## src/rtl/ex_stage.sv

```systemverilog
// ---------------------------------------------------------------------------
// ex_stage -- execute stage of the RV32E in-order pipeline.
//
// Sits between decode and lsu_stage. ALU operations complete in one cycle;
// MUL/MULH/MULHSU/MULHU run on an iterative radix-2 shift-add engine that
// takes MUL_CYCLES busy cycles. All fields consumed by lsu_stage are
// registered here.
//
// Ports:
//   clk, rst                  clock, synchronous active-high reset
//   alu_op_i, alu_src_imm_i   ALU operation select, operand B source
//   mul_flag_i, mul_op_i      multiply request and variant
//   wb_flag_i, store_flag_i, load_flag_i, LSU_signed_i, LSU_type_i,
//   wb_addr_i                 control passed down the pipe
//   operand_a_i/_b_i/_imm_i   operands from decode
//   lsu_hold_i                downstream stall, freezes the output register
//   flush_i                   kills the instruction held in this stage
//   *_o (registered)          control, result and operands to lsu_stage
//   ex_hold_flag_o            combinational stall request to the controller
//
// State | meaning
// IDLE  | no multiply in flight; ALU results pass straight through
// BUSY  | one partial-product step per cycle, counter tracks the bit index
// DONE  | product ready; emitted once lsu_stage is not holding
// ---------------------------------------------------------------------------
module ex_stage #(
    parameter int MUL_CYCLES = 32
) (
    input  logic        clk,
    input  logic        rst,
    input  logic [3:0]  alu_op_i,
    input  logic        alu_src_imm_i,
    input  logic        mul_flag_i,
    input  logic [1:0]  mul_op_i,
    input  logic        wb_flag_i,
    input  logic        store_flag_i,
    input  logic        load_flag_i,
    input  logic        LSU_signed_i,
    input  logic [1:0]  LSU_type_i,
    input  logic [4:0]  wb_addr_i,
    input  logic [31:0] operand_a_i,
    input  logic [31:0] operand_b_i,
    input  logic [31:0] operand_imm_i,
    input  logic        lsu_hold_i,
    input  logic        flush_i,
    output logic        wb_flag_o,
    output logic        store_flag_o,
    output logic        load_flag_o,
    output logic        LSU_signed_o,
    output logic [1:0]  LSU_type_o,
    output logic [4:0]  wb_addr_o,
    output logic [31:0] wb_data_o,
    output logic [31:0] operand_a_o,
    output logic [31:0] operand_b_o,
    output logic [31:0] operand_imm_o,
    output logic        ex_hold_flag_o
);

    localparam int CW = (MUL_CYCLES > 1) ? $clog2(MUL_CYCLES) : 1;
    localparam logic [CW-1:0] CNT_LAST = CW'(MUL_CYCLES - 1);

    typedef enum logic [1:0] {
        IDLE = 2'd0,
        BUSY = 2'd1,
        DONE = 2'd2
    } state_t;

    state_t         state;
    logic [CW-1:0]  cnt;
    logic [63:0]    mcand;
    logic [63:0]    acc;
    logic [31:0]    mplier;
    logic           b_signed;
    logic [1:0]     mul_op_q;

    logic [31:0]    alu_b;
    logic [4:0]     shamt;
    logic [31:0]    alu_result;
    logic [31:0]    mul_result;
    logic [63:0]    acc_next;
    logic           mul_start;

    assign alu_b = alu_src_imm_i ? operand_imm_i : operand_b_i;
    assign shamt = alu_b[4:0];

    always_comb begin
        alu_result = 32'd0;
        case (alu_op_i)
            4'd0:    alu_result = operand_a_i + alu_b;
            4'd1:    alu_result = operand_a_i - alu_b;
            4'd2:    alu_result = operand_a_i & alu_b;
            4'd3:    alu_result = operand_a_i | alu_b;
            4'd4:    alu_result = operand_a_i ^ alu_b;
            4'd5:    alu_result = operand_a_i << shamt;
            4'd6:    alu_result = operand_a_i >> shamt;
            4'd7:    alu_result = $signed(operand_a_i) >>> shamt;
            4'd8:    alu_result = {31'd0, $signed(operand_a_i) < $signed(alu_b)};
            4'd9:    alu_result = {31'd0, operand_a_i < alu_b};
            4'd10:   alu_result = alu_b;
            default: alu_result = 32'd0;
        endcase
    end

    // The multiplicand is pre-extended to 64 bits (sign or zero), so plain
    // modulo-2^64 accumulation yields the exact product. A signed multiplier
    // has its top bit weighted -2^31, hence the subtract on the last step.
    always_comb begin
        acc_next = acc;
        if (mplier[0]) begin
            if ((cnt == CNT_LAST) && b_signed) begin
                acc_next = acc - mcand;
            end else begin
                acc_next = acc + mcand;
            end
        end
    end

    assign mul_result = (mul_op_q == 2'd0) ? acc[31:0] : acc[63:32];

    assign mul_start = (state == IDLE) && mul_flag_i && !flush_i && !lsu_hold_i;

    assign ex_hold_flag_o = ((state == IDLE) && mul_flag_i && !flush_i)
                          || (state == BUSY)
                          || ((state == DONE) && lsu_hold_i);

    always_ff @(posedge clk) begin
        if (rst) begin
            state         <= IDLE;
            cnt           <= '0;
            mcand         <= 64'd0;
            acc           <= 64'd0;
            mplier        <= 32'd0;
            b_signed      <= 1'b0;
            mul_op_q      <= 2'd0;
            wb_flag_o     <= 1'b0;
            store_flag_o  <= 1'b0;
            load_flag_o   <= 1'b0;
            LSU_signed_o  <= 1'b0;
            LSU_type_o    <= 2'd0;
            wb_addr_o     <= 5'd0;
            wb_data_o     <= 32'd0;
            operand_a_o   <= 32'd0;
            operand_b_o   <= 32'd0;
            operand_imm_o <= 32'd0;
        end else begin
            case (state)
                IDLE: begin
                    if (mul_start) begin
                        // MULH and MULHSU treat A as signed; only MULH treats B as signed
                        mcand    <= {{32{operand_a_i[31] & ((mul_op_i == 2'd1) || (mul_op_i == 2'd2))}},
                                     operand_a_i};
                        mplier   <= operand_b_i;
                        b_signed <= (mul_op_i == 2'd1);
                        mul_op_q <= mul_op_i;
                        acc      <= 64'd0;
                        cnt      <= '0;
                        state    <= BUSY;
                    end
                end
                BUSY: begin
                    if (flush_i) begin
                        state <= IDLE;
                    end else begin
                        acc    <= acc_next;
                        mcand  <= mcand << 1;
                        mplier <= mplier >> 1;
                        cnt    <= cnt + 1'b1;
                        if (cnt == CNT_LAST) begin
                            state <= DONE;
                        end
                    end
                end
                DONE: begin
                    if (flush_i || !lsu_hold_i) begin
                        state <= IDLE;
                    end
                end
                default: state <= IDLE;
            endcase

            // Output register: downstream hold freezes everything, otherwise
            // a kill, a multiply start or an in-flight multiply emit a bubble.
            if (!lsu_hold_i) begin
                if (flush_i || mul_start || (state == BUSY)) begin
                    wb_flag_o     <= 1'b0;
                    store_flag_o  <= 1'b0;
                    load_flag_o   <= 1'b0;
                    LSU_signed_o  <= 1'b0;
                    LSU_type_o    <= 2'd0;
                    wb_addr_o     <= 5'd0;
                    wb_data_o     <= 32'd0;
                    operand_a_o   <= 32'd0;
                    operand_b_o   <= 32'd0;
                    operand_imm_o <= 32'd0;
                end else begin
                    wb_flag_o     <= wb_flag_i;
                    store_flag_o  <= store_flag_i;
                    load_flag_o   <= load_flag_i;
                    LSU_signed_o  <= LSU_signed_i;
                    LSU_type_o    <= LSU_type_i;
                    wb_addr_o     <= wb_addr_i;
                    wb_data_o     <= (state == DONE) ? mul_result : alu_result;
                    operand_a_o   <= operand_a_i;
                    operand_b_o   <= operand_b_i;
                    operand_imm_o <= operand_imm_i;
                end
            end
        end
    end

endmodule

```

## config.mk

```make
export PLATFORM = sky130hd
export DESIGN_NAME = ex_stage
export DESIGN_NICKNAME = d
export VERILOG_FILES = /design/src/rtl/ex_stage.sv
export SDC_FILE = /design/constraint.sdc
export NUM_CORES = 1
export LEC_CHECK = 0
export BUFFER_PORTS_ARGS = -buffer_cell sky130_fd_sc_hd__buf_2
export CORE_MARGIN = 4
export CORE_UTILIZATION = 61
export DETAILED_ROUTE_END_ITERATION = 8
export PLACE_DENSITY = 0.82
export REMOVE_ABC_BUFFERS = 1
export SYNTH_ARGS = -nofsm -noshare
export SYNTH_HDL_FRONTEND = slang
export SYNTH_SLANG_ARGS = --single-unit
```

## constraint.sdc

```tcl
create_clock -name clk -period 7.1 [get_ports clk]
set_input_delay 1.42 -clock clk [delete_from_list [all_inputs] [get_ports clk]]
set_output_delay 1.42 -clock clk [all_outputs]
set_load 0.01 [all_outputs]
```

# Word-level counts from Yosys, hierarchy flattened
# Cells that the tools add are included.
[totals]
out_inout_bits = 140
in_bits = 119
reg_bits = 309
word_cells = 105
[classes]
n_reduce_logical = 21
n_eq_ne = 20
shift = 3
mux = 33
bitwise = 4
n_addsub = 5
order_cmp = 2
[op_table]
columns = ["cell", "count"]
rows = [
  ["$mux W64", 6],
  ["$pmux W32 S11", 1],
  ["$mux W32", 9],
  ["$pmux W64 S2", 2],
  ["$add A64 B64 Y64", 1],
  ["$lt A32 B32 Y1", 2],
  ["$pmux W32 S2", 1],
  ["$sub A64 B64 Y64", 1],
  ["$add A32 B32 Y32", 1],
  ["$and A32 B32 Y32", 1],
  ["$or A32 B32 Y32", 1],
  ["$shl A32 B5 Y32", 1],
  ["$shr A32 B5 Y32", 1],
  ["$sshr A32 B5 Y32", 1],
  ["$sub A32 B32 Y32", 1],
  ["$xor A32 B32 Y32", 1],
  ["$eq A4 B3 Y1 const B", 4],
  ["$mux W5", 3],
  ["$eq A4 B4 Y1 const B", 3],
  ["$mux W2", 5],
  ["$pmux W5 S2", 1],
  ["$eq A4 B2 Y1 const B", 2],
  ["$logic_or A1 B1 Y1", 6],
  ["$ne A2 B2 Y1 const B", 3],
  ["other kinds (18)", 30],
]

# Longest topological paths before layout
# Gate-level depths: netlist of run 1.
[logic_depth]
word_depth = 7
mapped_depth = 22
depth_no_buf = 21

# Worst setup path after synthesis of run 1
# Ideal clock, no wire load.
[synth_path]
path_kind = "input -> register"
start = "input port alu_src_imm_i"
end = "register wb_data_o[30]"
setup_time_ns = 0.130
arrival_ns = 5.741
path_slack_ns = 1.229
required_ns = 6.970
path_buffers = 5
path_stages = 19
path_cell_list = "buf_4 mux2i_4 inv_1 buf_2 buf_4 buf_2 buf_2 ha_1 fa_1 a21o_1 a21oi_1 o21ai_0 a41o_1 a31oi_2 o221ai_1 a221o_1 a21o_1 a2111oi_0 a21oi_1"
[synth_via]
elab_chain_len = 5
word_cells_on_any_way = 12
[synth_lines]
columns = ["item", "line", "source"]
rows = [
  ["start: declaration", "32", "input logic alu_src_imm_i,"],
  ["$mux W32 (*)", "83", "assign alu_b = alu_src_imm_i ? operand_imm_i : operand_b_i;"],
  ["$sub A32 B32 Y32, or another cell as far along", "90", "4'd1: alu_result = operand_a_i - alu_b;"],
  ["$pmux W32 S11 (*)", "88", "case (alu_op_i)"],
  ["$mux W32 (*)", "202", "wb_data_o <= (state == DONE) ? mul_result : alu_result;"],
  ["$mux W32 (*)", "184", "if (flush_i || mul_start || (state == BUSY)) begin"],
  ["end signal: assignment", "202", ""],
  ["end: declaration", "52", "output logic [31:0] wb_data_o,"],
]
# Mark *: on every way between the ends. The rest lies on a longest branch, timed or not.
# A chain may end at the register's enable or synchronous reset.

# Worst setup path after layout of run 1
[layout_path]
start = "register mcand[2]"
end = "register acc[59]"
[layout_via]
elab_chain_len = 5
word_cells_on_any_way = 6
[layout_lines]
columns = ["item", "line", "source"]
rows = [
  ["start: declaration", "70", "logic [63:0] mcand;"],
  ["start signal: assignment", "150", "mcand <= {{32{operand_a_i[31] & ((mul_op_i == 2'd1) || (mul_op_i == 2'd2))}},"],
  ["start signal: assignment", "165", "mcand <= mcand << 1;"],
  ["$add A64 B64 Y64 or $sub A64 B64 Y64 (tied branches)", "113, 111", ""],
  ["$mux W64 (*)", "110", "if ((cnt == CNT_LAST) && b_signed) begin"],
  ["$mux W64 (*)", "109", "if (mplier[0]) begin"],
  ["$mux W64 (*)", "161", "if (flush_i) begin"],
  ["$pmux W64 S2 (*)", "146", "case (state)"],
  ["end signal: assignment", "164", "acc <= acc_next;"],
  ["end: declaration", "71", "logic [63:0] acc;"],
]
# Mark *: on every way between the ends. The rest lies on a longest branch, timed or not. The select of a mux whose other input is x is not followed.

==> results.json, run 1 <==
{
  "status": "complete, no violations",
  "drt_iter0_drc": 3813,
  "hold_path_startpoint": "wb_data_o[10]$_SDFFE_PP0N_",
  "clk_path_buf_depth": 3,
  "antenna_found_initial": 3,
  "grt_util_all_layers_pct": 43.2,
  "internal-power_uw": 3540,
  "min_to": "wb_data_o[10]$_SDFFE_PP0N_",
  "place_congestion": 1.10,
  "p_seq_share_pct": 33.6,
  "grt_pass1_vias": 27200,
  "viasPerCell": 6.84,
  "drive_above_1_share_pct": 12.8,
  "switching_share_pct": 35.7,
  "clock_skew_ns": 0.0269,
  "wl_per_cell_um": 24.8,
  "yosysMostFrequentCell": "nor2_1",
  "area_delta_synth_final_pct": 10.4,
  "wirelength_mm": 106,
  "p_sw_uw": 1970,
  "htreeDepth": 2,
  "path_class": "reg -> reg",
  "finalHoldViolCount": 0,
  "worst_r2r_path_depth": 20,
  "max_slew_margin_pct": 24.1,
  "multi_input_area_um2": 18700,
  "firstDrtPassIters": 7,
  "fin_nets": 3959,
  "max_freq_mhz": 177,
  "finalSetupTns_ns": 0,
  "drv_cap": 0,
  "p_per_area_nw_per_um2": 190,
  "placed_cells": 4201,
  "num_vias": 29200,
  "dieArea_um2": 46500,
  "synth_edf_count": 0,
  "post_cts_resized": 0,
  "initial_utilization_pct": 62.1,
  "whs_ns": 0.473,
  "rrSetupSlack_ns": 1.43,
  "netlist.area_leader.share_pct": 23.5,
  "setup_viol": 0,
  "num-fill-cells": 3737,
  "syn_area_um2": 26300,
  "die_h_um": 216,
  "instances_no_fill": 4270,
  "rsz0062_at_grt": "false",
  "regArea_um2": 6190,
  "worst_pin_slew_ns": 1.11,
  "synth_ff_type": "dfxtp_1",
  "yosysWarningCount": 0,
  "min_period_ns": 5.67,
  "portBuffers": 258,
  "clock_power_share_pct": 36.6,
  "drc": 0,
  "avgSynthCellArea_um2": 7.32,
  "drv_slew": 0,
  "clock_sinks": 309,
  "cellLeakagePower_uw": 0.0124,
  "rows": 75,
  "die_w_um": 216,
  "post_cts_buffers": 0,
  "hold_buffers": 0,
  "endpoint_kind": "flip-flop",
  "worstPathRequired_ns": 7.55,
  "io_pins": 259,
  "cts_tree": "done",
  "worstPathMaxFanout": 7,
  "hold_depth": 2,
  "ctsRootBufferMaster": "clkbuf_16",
  "crit_path_start_kind": "flip-flop",
  "synth.distinct_cells": 86,
  "dp_hpwl_mm": 77.5,
  "hold_class": "reg -> reg",
  "finalCritPeriodShare_pct": 79.8,
  "power_uw": 5510,
  "synth_seq_cells": 309,
  "grt_pass1_wl_mm": 161,
  "grt-ovfl-total": 0,
  "synth_commonest_cells": "nor2_1, nand2_1, a21oi_1, dfxtp_1, clkbuf_1",
  "r2r-start": "mcand[2]$_SDFFE_PP0P_",
  "yosysSeqAreaShare_pct": 23.5,
  "clock_latency_ns": 0.58,
  "ant_nets": 0,
  "synth.area.top_cells": "dfxtp_1, ha_1, nor2_1, nand2_1, a21oi_1",
  "cp.arrival_ns": 6.11,
  "r2r-end": "acc[59]$_SDFFE_PP0P_",
  "grt_max_degree": 84,
  "async_flop_share_pct": 0,
  "core_um2": 42300,
  "cts_inserted_buffers": 37,
  "syn_inst": 3594,
  "synth_area_leader_cell": "dfxtp_1",
  "comb_power_share_pct": 29.8,
  "clkTransAtPathRegs_ns": 0.06,
  "peakVddDrop_uv": 189
}
-- critical path: stages (launching register included) --
cell and delay [ns]:
dfxtp_1 0.39, nor4_2 0.40, and3_1 0.35, inv_1 0.08, nor4_1 0.26, buf_4 0.19, nand2_1 0.15, o31ai_1 0.32
xor2_1 0.11, ha_1 0.41, nand4_1 0.35, inv_1 0.17, nand2_1 0.06, o311ai_0 0.91, a221oi_1 0.33, o31ai_1 0.35
buf_4 0.19, nor2_1 0.06, o21ai_0 0.20, xnor2_1 0.15, o21ai_0 0.09
-- power by group through the flow --
stage	Sequential (uW)	Clock, uW	Combinational [uW]
2_1_floorplan	1880	0	1050
3_3_place_gp	1890	0	1570
3_5_place_dp	1890	0	1570
4_1_cts	1850	2020	1590
5_1_grt	1860	2070	1760
6_report	1850	2020	1640
-- final cells by class --
| cell class | instances | share of cell area (%) |
|---|---|---|
| Inverter | 122 | 1.59 |
| Tap cell | 577 | 2.49 |
| Sequential cell | 309 | 21.3 |
| Multi-Input combinational cell | 2878 | 64.3 |
| Clock inverter | 19 | 0.763 |
| Timing Repair Buffer | 315 | 6.01 |
| Clock buffer | 48 | 3.57 |
| Antenna cell | 2 | 0.0172 |
-- logic make-up after synthesis --
| kind of cell | share of synthesized area, % |
|---|---|
| AO/OA/AOI/OAI | 29.5 |
| AND/OR/NAND/NOR | 20.7 |
| adder cells (fa/ha/maj) | 8.51 |
| buffers and inverters | 5.96 |
| multiplexers | 7.69 |
| XOR/XNOR | 4.16 |
| flip-flops | 23.5 |
-- worst max path at each step --
| stage | slack (ns) | from | endpoint | cells after the start |
|---|---|---|---|---|
| after detailed placement | 1.19 | alu_src_imm_i | wb_data_o[30]$_SDFFE_PP0N_ | 15 |
| after global routing | 1.20 | mcand[6]$_SDFFE_PP0P_ | acc[59]$_SDFFE_PP0P_ | 19 |
| after CTS | 1.65 | mcand[2]$_SDFFE_PP0P_ | acc[59]$_SDFFE_PP0P_ | 20 |
| after global placement | 1.21 | alu_src_imm_i | wb_data_o[30]$_SDFFE_PP0N_ | 15 |
| after floorplan | -1.08 | alu_src_imm_i | wb_data_o[30]$_SDFFE_PP0N_ | 12 |
| final | 1.43 | mcand[2]$_SDFFE_PP0P_ | acc[59]$_SDFFE_PP0P_ | 20 |
-- placed cells by master (no fill, tap or decap), types with 49 or more instances in the layout --
cell type / netlist / final
mux2i_1: 112 / 110
a21o_1: 59 / 59
a21oi_1: 309 / 309
nor2_1: 447 / 446
nand3_1: 50 / 49
inv_1: 118 / 117
a31oi_1: 49 / 49
ha_1: 174 / 174
xnor2_1: 55 / 55
buf_4: 2 / 57
a22oi_1: 146 / 146
nand2_1: 435 / 435
a311oi_1: 72 / 72
buf_2: 23 / 256
nor3_1: 97 / 94
xor2_1: 68 / 68
o21ai_0: 225 / 224
dfxtp_1: 309 / 309
-- sequential cells by signal (all words and copies together) (netlist names) --
name and cells:
wb_addr_o 5, b_signed 1, LSU_type_o 2, state 2
wb_data_o 32, cnt 5, operand_b_o 32, LSU_signed_o 1
store_flag_o 1, operand_a_o 32, wb_flag_o 1, acc 64
operand_imm_o 32, mcand 64, mplier 32, load_flag_o 1
mul_op_q 2
-- per-layer routing --
| metal | GRT usage, % | routed length [um] | part of all wire (%) | vias to the layer above |
|---|---|---|---|---|
| met5 | 0 | 14 | 0.013 | - |
| li1 | - | - | - | 13300 |
| met1 | 55.4 | 40400 | 38 | 13600 |
| met2 | 66.6 | 45700 | 43 | 1913 |
| met4 | 25.7 | 7480 | 7.1 | 2 |
| met3 | 9.86 | 12100 | 11 | 454 |
-- metrics by stage --
step,worst slack [ns],util (%),instance area (um^2)
after detailed placement,1.19,65.6,27800
after floorplan,-1.08,-,25200
after CTS,1.65,68.6,29000
after global routing,1.20,68.6,29000
after global placement,1.21,65.6,27800
final,1.43,68.6,29000
Power figures use the tool's default switching activity.
==> inputs of run 2 (changes only) <==
==> constraint.sdc (replaced) <==
create_clock -name clk -period 5.6 [get_ports clk]
set_input_delay 1.12 -clock clk [delete_from_list [all_inputs] [get_ports clk]]
set_output_delay 1.12 -clock clk [all_outputs]
set_load 0.01 [all_outputs]
==> run 2 against run 1 <==
Against the previous run:
- first-iteration DRC count increased by 6.3%
- largest power group unchanged
- clock power increased by 25%
- clock skew about the same
- wire length increased by 0.30%
- cell area increased by 1.0%
- sequential cell count unchanged
- largest cell class unchanged
- combinational power increased by 30%
- register-to-register slack got worse by 1.0 ns
- critical path type unchanged
- final cell count increased by 0.87%
==> results.json, run 2 (same netlist as run 1, synthesis figures left out) <==
{
  "status": "complete, no violations",
  "worstPathRequired_ns": 6.04,
  "htreeDepth": 2,
  "cp-endpoint": "acc[59]$_SDFFE_PP0P_",
  "drv_cap": 0,
  "p_sw_uw": 2470,
  "dp_hpwl_mm": 78.4,
  "wl_per_cell_um": 24.6,
  "clock_latency_ns": 0.58,
  "min_period_ns": 5.17,
  "clock_power_share_pct": 36.1,
  "setup_viol": 0,
  "dieArea_um2": 46500,
  "clk_path_buf_depth": 3,
  "initial_utilization_pct": 62.1,
  "endpoint_kind": "flip-flop",
  "grt_util_all_layers_pct": 43.0,
  "n_antenna_cell": 0,
  "clock_sinks": 309,
  "worst_r2r_path_depth": 21,
  "ctsRootBufferMaster": "clkbuf_16",
  "die_w_um": 216,
  "hold_class": "reg -> reg",
  "num_vias": 29600,
  "portBuffers": 258,
  "drc": 0,
  "area_delta_synth_final_pct": 11.5,
  "grt_pass1_vias": 27400,
  "regArea_um2": 6190,
  "clkTransAtPathRegs_ns": 0.06,
  "grt_pass1_wl_mm": 160,
  "peakVddDrop_uv": 287,
  "top_regs": "acc x64, mcand x64",
  "use_met1_pct": 54.3,
  "setup_ws_ns": 0.427,
  "place_congestion": 1.08,
  "critPathLaunch": "mcand[2]$_SDFFE_PP0P_",
  "io_pins": 259,
  "drt_iter0_drc": 4055,
  "internal-power_uw": 4530,
  "worst_pin_slew_ns": 1.18,
  "rows": 75,
  "grt-ovfl-total": 0,
  "rsz0062_at_grt": "false",
  "top_usage_layer": "met2",
  "postLayoutCoreUtil_pct": 69.3,
  "crit_path_start_kind": "flip-flop",
  "r2r-end": "acc[59]$_SDFFE_PP0P_",
  "final_cell_mix": "nor2_1, nand2_1, dfxtp_1, a21oi_1, buf_2",
  "p_per_area_nw_per_um2": 239,
  "grtUsageMet2_pct": 65.9,
  "rrSetupSlack_ns": 0.43,
  "antenna_found_initial": 4,
  "drive_above_1_share_pct": 13.7,
  "detailedPlace.worstSlack_ns": 0.207,
  "multi_input_area_um2": 18700,
  "comb_power_share_pct": 30.4,
  "cts_tree": "done",
  "path_class": "reg -> reg",
  "max_freq_mhz": 193,
  "viasPerCell": 6.87,
  "die_h_um": 216,
  "ant_nets": 0,
  "core_um2": 42300,
  "finalHoldViolCount": 0,
  "cellLeakagePower_uw": 0.0126,
  "drv_slew": 0,
  "wirelength_mm": 106,
  "grt_max_degree": 99,
  "r2r-start": "mcand[2]$_SDFFE_PP0P_",
  "num-fill-cells": 3720,
  "power_uw": 7000,
  "post_cts_buffers": 0,
  "fin_nets": 3999,
  "worstPathMaxFanout": 7,
  "p_seq_share_pct": 33.6,
  "switching_share_pct": 35.3,
  "clock_skew_ns": 0.0269,
  "finalCritPeriodShare_pct": 92.4,
  "firstDrtPassIters": 7,
  "final_common_cell": "nor2_1",
  "cp.arrival_ns": 5.62,
  "use_met3_pct": 11.0,
  "cts_inserted_buffers": 36,
  "max_slew_margin_pct": 19.3
}
==> run 2: cell types whose count changed in the layout (fill, tap and decap cells not counted), moves of 2 or more <==
| cell | delta |
|---|---|
| clkbuf_8 | -2 |
| inv_6 | -2 |
| buf_4 | +40 |
| diode_2 | -2 |
| clkinv_2 | +2 |
==> run 2: routing by layer <==
metal | routed length, um | vias to the layer above
met1 | 39600 | 13800
li1 | - | 13300
met4 | 7980 | 8
met5 | 49 | -
met2 | 45800 | 1927
met3 | 12600 | 494
==> run 2: area by class of cell <==
| class | count | share of cell area, % |
|---|---|---|
| Multi-Input combinational cell | 2878 | 63.6 |
| Sequential cell | 309 | 21.1 |
| Timing Repair Buffer | 356 | 7.04 |
| Clock buffer | 47 | 3.46 |
| Tap cell | 577 | 2.46 |
| Inverter | 122 | 1.57 |
| Clock inverter | 18 | 0.776 |
==> run 2: through the flow <==
stage	instances	setup TNS [ns]	area, um^2	hold slack, ns
2_1_floorplan	3309	-52.35	25200	0.430
3_3_place_gp	4242	0	28100	0.446
3_5_place_dp	4242	0	28100	0.453
4_1_cts	4307	0	29300	0.465
5_1_grt	4307	0	29300	0.485
6_report	4307	0	29300	0.470
==> run 2: worst min-delay path by stage <==
| stage | start | endpoint | slack (ns) | depth (start not counted) |
|---|---|---|---|---|
| after CTS | acc[63]$_SDFFE_PP0P_ | acc[63]$_SDFFE_PP0P_ | 0.47 | 1 |
| final | mplier[11]$_SDFFE_PP0P_ | mplier[10]$_SDFFE_PP0P_ | 0.47 | 2 |
| after global placement | acc[63]$_SDFFE_PP0P_ | acc[63]$_SDFFE_PP0P_ | 0.45 | 1 |
| after detailed placement | wb_data_o[4]$_SDFFE_PP0N_ | wb_data_o[4]$_SDFFE_PP0N_ | 0.45 | 1 |
| after global routing | mplier[11]$_SDFFE_PP0P_ | mplier[10]$_SDFFE_PP0P_ | 0.48 | 2 |
| after floorplan | acc[63]$_SDFFE_PP0P_ | acc[63]$_SDFFE_PP0P_ | 0.43 | 1 |
==> run 2: worst max-delay path: stages, from the launching register on <==
cell	delay, ns
dfxtp_1	0.38
nor4_2	0.40
and3_1	0.34
inv_1	0.09
nor4_1	0.24
buf_4	0.19
nand2_1	0.14
o31ai_1	0.36
xor2_1	0.14
ha_1	0.32
nand4_1	0.30
nor4_2	0.47
o311ai_0	0.24
o311ai_0	0.16
buf_4	0.21
a221oi_1	0.13
o31ai_1	0.31
buf_4	0.18
nor2_1	0.04
o21ai_0	0.19
xnor2_1	0.13
o21ai_0	0.08
==> run 2: power groups by stage <==
| stage | registers (uW) | clock network [uW] | logic, uW |
|---|---|---|---|
| floorplan | 2390 | 0 | 1330 |
| global placement | 2390 | 0 | 2020 |
| detailed placement | 2390 | 0 | 2030 |
| CTS | 2350 | 2540 | 2050 |
| global route | 2360 | 2610 | 2270 |
| finish | 2350 | 2520 | 2130 |
==> run 2: repair_timing <==
action | in CTS | in global routing
hold buffers | 0 | 0
setup endpoints to repair | 0 | 1
gates resized for setup | 0 | 1
